**config.mk**
```make
export PLATFORM = sky130hd
export DESIGN_NAME = axis_beat_unpacker
export DESIGN_NICKNAME = d
export VERILOG_FILES = /design/src/rtl/axis_vip_pkg.sv /design/src/rtl/axis_lane_select.sv /design/src/rtl/axis_beat_unpacker.sv
export SDC_FILE = /design/constraint.sdc
export NUM_CORES = 1
export LEC_CHECK = 0
export CAP_MARGIN = 20
export CORE_AREA = 2 2 84 86
export CTS_CLUSTER_DIAMETER = 60
export DETAILED_ROUTE_END_ITERATION = 7
export DIE_AREA = 0 0 86 88
export PLACE_DENSITY = 0.81
export SLEW_MARGIN = 40
export SYNTH_ARGS = -nofsm -noshare
export SYNTH_HDL_FRONTEND = slang
export SYNTH_HIERARCHICAL = 1
export SYNTH_SLANG_ARGS = --single-unit
export TNS_END_PERCENT = 1
```
**constraint.sdc**
```tcl
create_clock -name clk -period 8.7 [get_ports clk]
set_input_delay 1.305 -clock clk [delete_from_list [all_inputs] [get_ports clk]]
set_output_delay 1.305 -clock clk [all_outputs]
set_load 0.1 [all_outputs]
```
**src/rtl/axis_vip_pkg.sv**
```systemverilog
// Shared AXI-Stream helper types: lane-index sizing and the unpacker state enum.
package axis_vip_pkg;

  localparam int AXIS_WORD_W         = 8;
  localparam int AXIS_BUS_W          = 32;
  localparam int AXIS_WORDS_PER_BEAT = AXIS_BUS_W / AXIS_WORD_W;

  // A single-lane bus still needs a 1-bit pointer so the index type never collapses.
  function automatic int lane_bits(input int n);
    return (n > 1) ? $clog2(n) : 1;
  endfunction

  localparam int AXIS_LANE_W = (AXIS_WORDS_PER_BEAT > 1) ? $clog2(AXIS_WORDS_PER_BEAT) : 1;

  typedef logic [AXIS_LANE_W-1:0] lane_idx_t;

  typedef enum logic {
    EMPTY = 1'b0,
    HOLD  = 1'b1
  } state_e;

endpackage

```
**src/rtl/axis_lane_select.sv**
```systemverilog
// Combinational lane walker: next set lane after ptr and whether ptr is the final set lane.
// AXIS_UNPACK_SPARSE_KEEP_EN selects the sparse (holes allowed) search over keep.
module axis_lane_select
  import axis_vip_pkg::*;
#(
  parameter int N  = AXIS_WORDS_PER_BEAT,
  parameter int LW = lane_bits(N)
) (
  input  logic [N-1:0]  keep,
  input  logic [LW-1:0] ptr,
  output logic [LW-1:0] next_lane,
  output logic          is_final
);

`ifdef AXIS_UNPACK_SPARSE_KEEP_EN
  // Walk downwards so the lowest set lane above ptr is the one that sticks.
  always_comb begin
    next_lane = '0;
    is_final  = 1'b1;
    for (int i = N - 1; i >= 0; i--) begin
      if (keep[i] && (i > int'(ptr))) begin
        next_lane = LW'(i);
        is_final  = 1'b0;
      end
    end
  end
`else
  int cnt;

  always_comb begin
    cnt = 0;
    for (int i = 0; i < N; i++) begin
      cnt += int'(keep[i]);
    end
    next_lane = ptr + LW'(1);
    is_final  = (int'(ptr) == cnt - 1);
  end
`endif

endmodule

```
**src/rtl/axis_beat_unpacker.sv**
```systemverilog
// AXI-Stream width downconverter: one BUS_W beat in, WORDS_PER_BEAT WORD_W words out.
// Define AXIS_UNPACK_SPARSE_KEEP_EN to accept keep masks with holes.
module axis_beat_unpacker
  import axis_vip_pkg::*;
#(
  parameter  int WORD_W         = AXIS_WORD_W,
  parameter  int BUS_W          = AXIS_BUS_W,
  localparam int WORDS_PER_BEAT = BUS_W / WORD_W
) (
  input  logic                                   clk,
  input  logic                                   rstn,
  input  logic                                   s_valid,
  output logic                                   s_ready,
  input  logic [WORDS_PER_BEAT-1:0][WORD_W-1:0]  s_data,
  input  logic [WORDS_PER_BEAT-1:0]              s_keep,
  input  logic                                   s_last,
  output logic                                   m_valid,
  input  logic                                   m_ready,
  output logic [WORD_W-1:0]                      m_data,
  output logic                                   m_last,
  output logic [31:0]                            pkt_count,
  output logic                                   err_empty_last
);

  localparam int LANE_W = lane_bits(WORDS_PER_BEAT);

  state_e                                state_q, state_d;
  logic [WORDS_PER_BEAT-1:0][WORD_W-1:0] buf_data_q, buf_data_d;
  logic [WORDS_PER_BEAT-1:0]             buf_keep_q, buf_keep_d;
  logic                                  buf_last_q, buf_last_d;
  logic [LANE_W-1:0]                     ptr_q, ptr_d;
  logic [31:0]                           pkt_count_q, pkt_count_d;
  logic                                  err_q, err_d;

  logic [LANE_W-1:0] next_lane;
  logic [LANE_W-1:0] first_lane;
  logic              is_final;
  logic              m_hs;
  logic              s_hs;

  axis_lane_select #(
    .N  (WORDS_PER_BEAT),
    .LW (LANE_W)
  ) u_lane_select (
    .keep      (buf_keep_q),
    .ptr       (ptr_q),
    .next_lane (next_lane),
    .is_final  (is_final)
  );

`ifdef AXIS_UNPACK_SPARSE_KEEP_EN
  always_comb begin
    first_lane = '0;
    for (int i = WORDS_PER_BEAT - 1; i >= 0; i--) begin
      if (s_keep[i]) first_lane = LANE_W'(i);
    end
  end
`else
  assign first_lane = '0;
`endif

  assign m_valid        = (state_q == HOLD);
  assign m_data         = buf_data_q[ptr_q];
  assign m_last         = m_valid & buf_last_q & is_final;
  assign pkt_count      = pkt_count_q;
  assign err_empty_last = err_q;

  // Accepting on the final-word drain is what keeps back-to-back beats bubble-free.
  assign m_hs    = m_valid & m_ready;
  assign s_ready = (state_q == EMPTY) | (m_hs & is_final);
  assign s_hs    = s_valid & s_ready;

  // NOTE: every variable gets its hold value first, so no path through this block can infer a latch.
  always_comb begin
    state_d     = state_q;
    buf_data_d  = buf_data_q;
    buf_keep_d  = buf_keep_q;
    buf_last_d  = buf_last_q;
    ptr_d       = ptr_q;
    pkt_count_d = pkt_count_q;
    err_d       = 1'b0;

    if (m_hs) begin
      if (is_final) state_d = EMPTY;
      else          ptr_d   = next_lane;
      if (m_last) pkt_count_d = pkt_count_q + 32'd1;
    end

    if (s_hs) begin
      if (s_keep != '0) begin
        buf_data_d = s_data;
        buf_keep_d = s_keep;
        buf_last_d = s_last;
        ptr_d      = first_lane;
        state_d    = HOLD;
      end else if (s_last) begin
        err_d = 1'b1;
      end
    end
  end

  // NOTE: the beat buffer is reset too, so m_data reads zero straight out of reset.
  always_ff @(posedge clk) begin
    if (!rstn) begin
      state_q     <= EMPTY;
      buf_data_q  <= '0;
      buf_keep_q  <= '0;
      buf_last_q  <= 1'b0;
      ptr_q       <= '0;
      pkt_count_q <= '0;
      err_q       <= 1'b0;
    end else begin
      state_q     <= state_d;
      buf_data_q  <= buf_data_d;
      buf_keep_q  <= buf_keep_d;
      buf_last_q  <= buf_last_d;
      ptr_q       <= ptr_d;
      pkt_count_q <= pkt_count_d;
      err_q       <= err_d;
    end
  end

`ifndef AXIS_UNPACK_SPARSE_KEEP_EN
`ifndef SYNTHESIS
  a_keep_contiguous: assert property (@(posedge clk) disable iff (!rstn)
    (s_valid && s_ready) |-> ((s_keep & (s_keep + WORDS_PER_BEAT'(1))) == '0))
    else $error("axis_beat_unpacker: non-contiguous s_keep %b", s_keep);
`endif
`endif

endmodule
```
# [Word level (Yosys, flattened, before mapping)]
# Cells that the tools add are included.
# Widths: inputs -> output; s select.
[word_totals] rom_bits=0 inputBits=41 wordCells=42 regBits=73 output_inout_bits=44 mem_bits_rw=0 memories=0 latchBits=0
[classes] add_sub_neg=6 order_cmp=1 n_mul=0 n_eq_ne=1 mux=11 shift=0 div_mod_pow=0 bitwise_logic=9 n_reduce_logical=4
[ops] cell="$add 32x2->32" n=2
[ops] cell="$add 32x1->32 const B" n=1
[ops] cell="$eq 3x32->1" n=1
[ops] cell="$sub 32x2->32 const B" n=1
[ops] cell="$bmux 8 s2" n=1
[ops] cell="$mux 2" n=4
[ops] cell="$mux 8" n=1
[ops] cell="$and 1x1->1" n=5
[ops] cell="$mux 1" n=5
[ops] cell="$reduce_and 2->1" n=2
[ops] cell="$reduce_bool 4->1" n=1
[ops] cell="$lt 2x3->1 const B" n=1
[ops] cell="$not 1->1" n=3
[ops] cell="$reduce_or 3->1" n=1
[ops] cell="$add 1x1->2" n=1
[ops] cell="$add 2x1->2 const B" n=1
[ops] cell="$or 1x1->1" n=1

# [Depth between registers and ports, before layout]
# Gate-level depths: netlist of run 1.
[logic_depth] word_depth=10 ltp_mapped=12 ltp_nobuf=10

# [Hierarchy]
# The synthesis of run 1 kept the hierarchy.
[modules_own_cells] module="axis_beat_unpacker" area_per_inst_um2=3169.3 seq_area_each_um2=1461.4 instances=1 cells_each=364
[modules_own_cells] module="axis_lane_select" area_per_inst_um2=100.1 seq_area_each_um2=0.0 instances=1 cells_each=12

# [Least setup slack after synthesis of run 1]
# OpenSTA, ideal clock, no wires.
[synth_timing] path_kind="reg-to-output" from="register buf_keep_q[0]" to="output port m_last" slack_ns=4.983 arrival_ns=2.412 stages_incl_launch_ff=8 required_time_ns=7.395 path_cell_list="dfxtp_1 > inv_1 > ha_1 > fa_1 > ha_1 > xnor2_1 > nor3_2 > and3_1"
[synth_via] elab_chain_len=6
[synth_rtl] element="start: declaration" line="axis_beat_unpacker.sv:29" rtl="logic [WORDS_PER_BEAT-1:0] buf_keep_q, buf_keep_d;"
[synth_rtl] element="start signal: assignment" line="axis_beat_unpacker.sv:115" rtl="buf_keep_q <= buf_keep_d;"
[synth_rtl] element="$add 1x1->2" line="axis_lane_select.sv:33" rtl="cnt += int'(keep[i]);"
[synth_rtl] element="$add 32x2->32 (2 in a row)" line="axis_lane_select.sv:33"
[synth_rtl] element="$sub 32x2->32" line="axis_lane_select.sv:36" rtl="is_final = (int'(ptr) == cnt - 1);"
[synth_rtl] element="$eq 3x32->1" line="axis_lane_select.sv:36"
[synth_rtl] element="net is_final" line="axis_beat_unpacker.sv:37" rtl="logic is_final;"
[synth_rtl] element="$and 1x1->1" line="axis_beat_unpacker.sv:64" rtl="assign m_last = m_valid & buf_last_q & is_final;"
[synth_rtl] element="end: declaration" line="axis_beat_unpacker.sv:20" rtl="output logic m_last,"
# The timed path passes the listed nets, and every way through them passes these cells.

# [Worst setup path after layout of run 1]
[layout_timing] from="register buf_keep_q[0]" to="output port s_ready"
[layout_via] elab_chain_len=7
[layout_rtl] element="$add 1x1->2" line="axis_lane_select.sv:33"
[layout_rtl] element="$add 32x2->32 (2 in a row)" line="axis_lane_select.sv:33"
[layout_rtl] element="$sub 32x2->32" line="axis_lane_select.sv:36"
[layout_rtl] element="$eq 3x32->1" line="axis_lane_select.sv:36"
[layout_rtl] element="net is_final" line="axis_beat_unpacker.sv:37"
[layout_rtl] element="$and 1x1->1" line="axis_beat_unpacker.sv:70" rtl="assign s_ready = (state_q == EMPTY) | (m_hs & is_final);"
[layout_rtl] element="$or 1x1->1" line="axis_beat_unpacker.sv:70"
[layout_rtl] element="end: declaration" line="axis_beat_unpacker.sv:13" rtl="output logic s_ready,"
# The timed path passes the listed nets, and every way through them passes these cells.

==> metrics, run 1 <==
maximum cell stage delay along the critical path=0.44 ns; antenna violations before repair=0; number of setup buffers added after CTS=0; Peak Freq=~240 MHz; number of nets at the end of the flow=around 490; pin count of the biggest net entering global routing=65; number of pins with negative max-slew slack in the final report=0; DIE WIDTH=~86 µm; Arrival @ worst endpoint=2.81 ns; final hold violation count=0; die area=7570 µm²; Post-Route Skew=0.0113 ns; TNS Setup=0 ns; number of ports placed on the die boundary=85; hold-fix buffers at CTS=0; number of CTS-inserted buffers=9; launching point of the worst reg2reg path=buf_keep_q[0]; vias in the first global route=2695; synthesized net count=421; final core utilization=62.4%; total global routing overflow=0; total net switching power=roughly 0.19 mW; sinks on the clock net=73; Min-Delay Endpoint=buf_data_q[18]; met3 wire length=approximately 480 µm; wire length on met2=3500 µm; portion of total power attributed to combinational logic=13.1%; Antenna Nets Post-Route=0; max_slew headroom=51.3%; root buf cell=clkbuf_8; Initial Util=49.2%; internal power summed over all cells=0.575 mW; CP cell instances=inv_1, ha_1, fa_1, ha_1, xnor2_1, nor3_2, a21boi_0, inv_1, buf_2; distinct cell type count after synthesis=37; post-detailed-route DRC marker count=0; Detail Placement HPWL=5140 µm; startpoint kind of the worst setup timing path=register; power density normalized to cell area=between 150 and 200 nW/µm²; count of buffers inserted at the top-level ports=84; average size of a mapped cell=8.70 µm²; sequential fraction of the synthesis area=44.7%; post-route met1 wirelength=3440 µm; post_cts resized=0; worst r2r dst=pkt_count[31]; # setup viols final=0; count of flip-flops with a built-in enable after synthesis=0; iteration-0 DRC count of the detailed router=90; Antenna Diode Count=0; clock network latency to the later pin of the worst-skew pair=around 0.34 ns; global-route wire length before repair=12100 µm; via count=3024; total leakage power=1.57 nW; layout filler cell count=about 590; power share of the clock group=between 40% and 50%; Final Non-Filler Cells=534; Clock Tree Buf Depth=2; Worst IR Drop VDD=0.0941 mV; Pre-antenna DRT Iters=4; hold crit path type=reg2reg; fraction of power spent switching nets=25.2%; Max Used Layer=met4; Hold Crit Depth=2; result of the run=completed; launch instance of the worst min-delay path=buf_data_q[18]; fraction of registers with async set/reset=0%; total global routing track utilization=20.0%; total core area=6640 µm²; maximum net fanout on the critical path=5; cell at the slowest stage of the critical path=a21boi_0; H-tree levels=3; worst endpoint required time=between 7 and 8 ns; average routed wire per standard cell=14.0 µm; FF+latch count, synth=73; transition at the pin with the smallest max-transition slack=0.729 ns; slack of the worst reg-to-reg path=5.39 ns; start-to-end type of the worst setup path=reg2out; unrepaired setup endpoints after global routing=false; Std-Cell Rows=30; most common flop cell mapped by yosys=dfxtp_1; reported max-cap violation count=0; height of the die=88 µm; sequential cell fraction of total power=between 40% and 50%; fraction of final layout cells with drive strength greater than 1=16.5%; Setup crit end kind=output port; per-cell via count in the routed design=5.66; ratio of final minimum period to clock period=47.4%; YS warnings=6; Synth Cell Area=about 3300 µm²; routed wire length=7490 µm; gate count of the mapped netlist=~380; P&R area growth vs syn=26.9%; Worst R2R Path Depth=10; CTS clk-pin slew, worst paths=0.07 ns; Placed Instances=518; weighted congestion at the end of routability-driven global placement=0.790; post-layout min period=~4 ns; clock tree from TritonCTS=yes
## power groups by stage
stage / Clock (mW) / Combinational, mW / Sequential (mW)
after floorplan: 0 / 0.0682 / 0.362
after global placement: 0 / 0.103 / 0.361
after detailed placement: 0 / 0.101 / 0.362
after CTS: 0.317 / 0.101 / 0.354
after global routing: 0.331 / 0.109 / 0.356
final: 0.314 / 0.101 / 0.354
## critical path, delay by kind of cell, from the launching register on
family / cells / cell delay (ns)
fa+ha+maj: 3 / 0.96
compound gates: 1 / 0.44
flops: 1 / 0.33
xor+xnor: 1 / 0.19
buf+inv: 3 / 0.47
simple gates: 1 / 0.08
## worst max-delay path by stage
stage	start	end	slack (ns)
finish	buf_keep_q[0]	s_ready	4.58
global route	buf_keep_q[0]	s_ready	4.34
CTS	buf_keep_q[0]	s_ready	4.56
detailed placement	m_ready	s_ready	4.72
global placement	m_ready	s_ready	4.05
floorplan	buf_keep_q[0]	m_last	4.98
## stage by stage
step	hold WS (ns)	setup slack (ns)	instance area, µm²	power, mW
floorplan	0.433	4.98	3270	0.431
global placement	0.439	4.05	4130	0.464
detailed placement	0.446	4.72	3910	0.463
CTS	0.457	4.56	4150	0.773
global route	0.470	4.34	4150	0.796
finish	0.454	4.58	4150	0.768
## cell type report
cell class / instances / area (µm²) / share of cell area, %
Multi-Input combinational cell: 268 / 1680 / 40.4
Sequential cell: 73 / 1460 / 35.2
Timing Repair Buffer: 85 / 628 / 15.1
Clock buffer: 11 / 131 / 3.17
Clock inverter: 5 / 104 / 2.50
Tap cell: 80 / 100 / 2.41
Inverter: 12 / 47.5 / 1.15
## Yosys cell counts, drive strengths merged, types with 5 or more instances
master / n / share of area (%)
nor4: 5 / 0.96
nand2: 83 / 9.5
nor3: 6 / 1.1
clkbuf: 21 / 2.4
dfxtp: 73 / 45
o31ai: 12 / 2.8
nand3: 9 / 1.4
xnor2: 10 / 2.7
and4: 7 / 1.9
or4: 13 / 3.1
nor2: 14 / 1.6
a21oi: 51 / 7.8
inv: 12 / 1.4
mux4: 8 / 5.5
nand4: 10 / 2.6
xor2: 5 / 1.3
## per-layer routing
| metal | vias to the layer above | track usage, % |
|---|---|---|
| met5 | - | 0 |
| met4 | 0 | 7.65 |
| met3 | 9 | 4.34 |
| met2 | 91 | 33.1 |
| met1 | 1426 | 25.6 |
| li1 | 1498 | - |
## placed cells by master (no fill, tap or decap), types with 3 or more instances in the layout
cell type and count:
clkbuf_8 9, mux4_2 8, o41ai_1 4, nand3_1 9
o21ai_0 3, o311ai_0 4, nor3_1 4, buf_2 44
or3_1 3, o31ai_1 12, nand2b_1 4, nand4_1 8
ha_1 3, xnor2_1 10, clkdlybuf4s50_1 40, nand2_1 83
inv_1 11, dfxtp_1 73, or4_1 12, and4_1 7
bufinv_16 3, xor2_1 5, nor4_1 5, nor2_1 14
a21oi_1 51, a32o_1 3
## cells by family (layout without fill, tap and decap cells)
kind of cell               count (synthesis)  in the layout  synth area share (%)
AOI/OAI and AO/OA                         78             78                  14.3
xor gates and xnor gates                  15             15                  4.02
adders and majority gates                  4              4                  1.76
buffers and inverters                     35            113                  4.25
DFF                                       73             73                  44.7
muxes                                     10             10                  6.12
and+or+nand+nor                          161            161                  24.8
## flip-flops by register name (all words and copies together), names as in the netlist
name            cells
err_empty_last      1
buf_keep_q          4
buf_data_q         32
buf_last_q          1
ptr_q               2
m_valid             1
pkt_count          32
Power figures use the tool's default switching activity.
==> run 2: changes to the inputs <==
CORE_AREA = 2 2 85 87   (was 2 2 84 86)
DIE_AREA = 0 0 87 89   (was 0 0 86 88)
PLACE_DENSITY = 0.79   (was 0.81)
clock period = 4.15 ns   (was 8.7 ns; I/O delays follow)
==> run 2 against run 1 <==
Setup slack got worse by 3.9 ns. Combinational power rose by 110%. Clock skew fell by 0.0024 ns. Die area rose by 2.3%. Via count is essentially flat. Final cell count rose by 0.19%. First-iteration DRC count is 20% higher. Register-to-register slack worse by 4.6 ns. Non-clock buffer count increased by 1. Worst hold slack barely moved.
==> metrics, run 2 (same netlist as run 1, synthesis figures left out) <==
wire length on met2=3450 µm (-1.3%); CTS clk-pin slew, worst paths=0.07 ns (about the same); result of the run=completed; power density normalized to cell area=376 nW/µm² (+100%); slack of the worst reg-to-reg path=0.80 ns (-4.59 ns); reported max-cap violation count=0 (unchanged); area used by multi-input combinational logic=1680 µm² (unchanged); P&R area growth vs syn=26.4%; number of ports placed on the die boundary=85 (unchanged); Sequential Area=1460 µm² (unchanged); launch instance of the worst min-delay path=buf_data_q[0]; total global routing track utilization=20.2% (+0.21 points); Hold Crit Depth=2 (unchanged); final hold violation count=0 (unchanged); number of setup buffers added after CTS=0 (unchanged); Arrival @ worst endpoint=2.85 ns (+0.04 ns); post_cts resized=0 (unchanged); via count=3026 (+0.066%); fin worst setup slack=0.673 ns (-3.91 ns); global-route wire length before repair=12300 µm (+0.96%); antenna violations before repair=0 (unchanged); post-layout min period=3.48 ns; max_slew headroom=50.7% (-0.66 points); # setup viols final=0 (unchanged); Min-Delay Endpoint=buf_data_q[0]; hold crit path type=reg2reg; TNS Setup=0 ns (unchanged); average routed wire per standard cell=13.8 µm (-1.5%); transition at the pin with the smallest max-transition slack=0.739 ns (+0.00991 ns); number of CTS-inserted buffers=9 (unchanged); sinks on the clock net=73 (unchanged); fraction of final layout cells with drive strength greater than 1=16.9% (+0.40 points); number of pins with negative max-slew slack in the final report=0 (unchanged); start-to-end type of the worst setup path=reg2out; clock network latency to the later pin of the worst-skew pair=0.35 ns (about the same); vias in the first global route=2759 (+2.4%); routed wire length=7390 µm (-1.3%); Initial Util=48.7% (-0.55 points); hold-fix buffers at CTS=0 (unchanged); ratio of final minimum period to clock period=83.8%; total leakage power=1.56 nW (-0.36%); number of nets at the end of the flow=495 (+0.20%); iteration-0 DRC count of the detailed router=108 (+20%); maximum net fanout on the critical path=5 (unchanged); root buf cell=clkbuf_8; Clock Tree Buf Depth=2 (unchanged); unrepaired setup endpoints after global routing=false; Pre-antenna DRT Iters=4 (unchanged); Detail Placement HPWL=5120 µm (-0.52%); launching point of the worst reg2reg path=buf_keep_q[0]; count of buffers inserted at the top-level ports=84 (unchanged); die area=7740 µm² (+2.3%); H-tree levels=3 (unchanged); clock tree from TritonCTS=yes; total chip power=1.55 mW (+100%); per-cell via count in the routed design=5.66 (-0.12%); Antenna Nets Post-Route=0 (unchanged); post-placement setup slack=0.847 ns (-3.87 ns); worst endpoint required time=3.53 ns (-3.86 ns); Worst R2R Path Depth=10 (unchanged); Max Used Layer=met4; most frequent cells in the layout=83 x nand2_1, 73 x dfxtp_1, 51 x a21oi_1; height of the die=89 µm (+1.1%); most common cell after layout, fill and taps aside=nand2_1; Peak Freq=288 MHz; Post-Route Skew=0.00890 ns (-0.00241 ns); Antenna Diode Count=0 (unchanged); Std-Cell Rows=30 (unchanged); weighted congestion at the end of routability-driven global placement=0.782 (-1.0%); worst r2r dst=pkt_count[31]; total core area=6720 µm² (+1.1%); Setup crit end kind=output port; post-detailed-route DRC marker count=0 (unchanged); DIE WIDTH=87 µm (+1.2%); layout filler cell count=601 (+1.3%); met3 wire length=427 µm (-10%); Worst IR Drop VDD=0.217 mV (+130%); Area after DPL=3920 µm² (+0.26%); startpoint kind of the worst setup timing path=register; post-route met1 wirelength=3420 µm (-0.44%); design area=4130 µm² (-0.36%); pin count of the biggest net entering global routing=64 (-1.5%); total global routing overflow=0 (unchanged)
[run 2: cell count changes in the layout (fill, tap and decap cells not counted), sizes merged]
cell      previous run  this run
clkinvlp             0         1
bufinv               3         2
buf                 45        46
clkinv               2         3
clkbuf              11        10
[run 2: layout make-up]
class / count / share of cell area [%]
sequential: 73 / 35.4
tap: 80 / 2.42
clock buffer: 10 / 3.09
inverter: 12 / 1.09
timing repair buffer: 86 / 15.5
clock inverter: 6 / 2.00
multi-input combinational: 268 / 40.5
[run 2: metal layers]
| metal | vias up | global-route usage (%) |
|---|---|---|
| met2 | 89 | 33.9 |
| met5 | - | 0 |
| met3 | 10 | 4.99 |
| li1 | 1501 | - |
| met4 | 0 | 7.39 |
| met1 | 1426 | 25.2 |
[run 2: worst max-delay path by stage]
stage,start,endpoint,slack (ns),cells after the start
after floorplan,buf_keep_q[0],pkt_count[22],0.62,10
after global placement,buf_keep_q[0],ptr_q[0],0.84,10
after detailed placement,buf_keep_q[0],pkt_count[31],0.85,10
after CTS,buf_keep_q[0],s_ready,0.69,9
after global routing,buf_keep_q[0],s_ready,0.54,9
final,buf_keep_q[0],s_ready,0.67,9
[run 2: stage by stage]
step                cells  hold slack [ns]  utilization [%]
CTS                   535            0.457             61.5
global placement      519            0.439             61.5
detailed placement    519            0.446             58.4
global route          535            0.471             61.5
floorplan             376            0.433                -
finish                535            0.454             61.5
[run 2: critical path: stages (launching register included)]
cell and delay [ns]:
dfxtp_1 0.34, inv_1 0.05, ha_1 0.31, fa_1 0.37, ha_1 0.31, xnor2_1 0.22
nor3_2 0.08, a21boi_0 0.43, inv_1 0.14, buf_4 0.26
[run 2: report_power, final]
part           total (mW)  switching (mW)  internal (mW)
combinational       0.214           0.134         0.0798
clock               0.596           0.261          0.336
sequential          0.742          0.0159          0.726
total                1.55           0.411           1.14
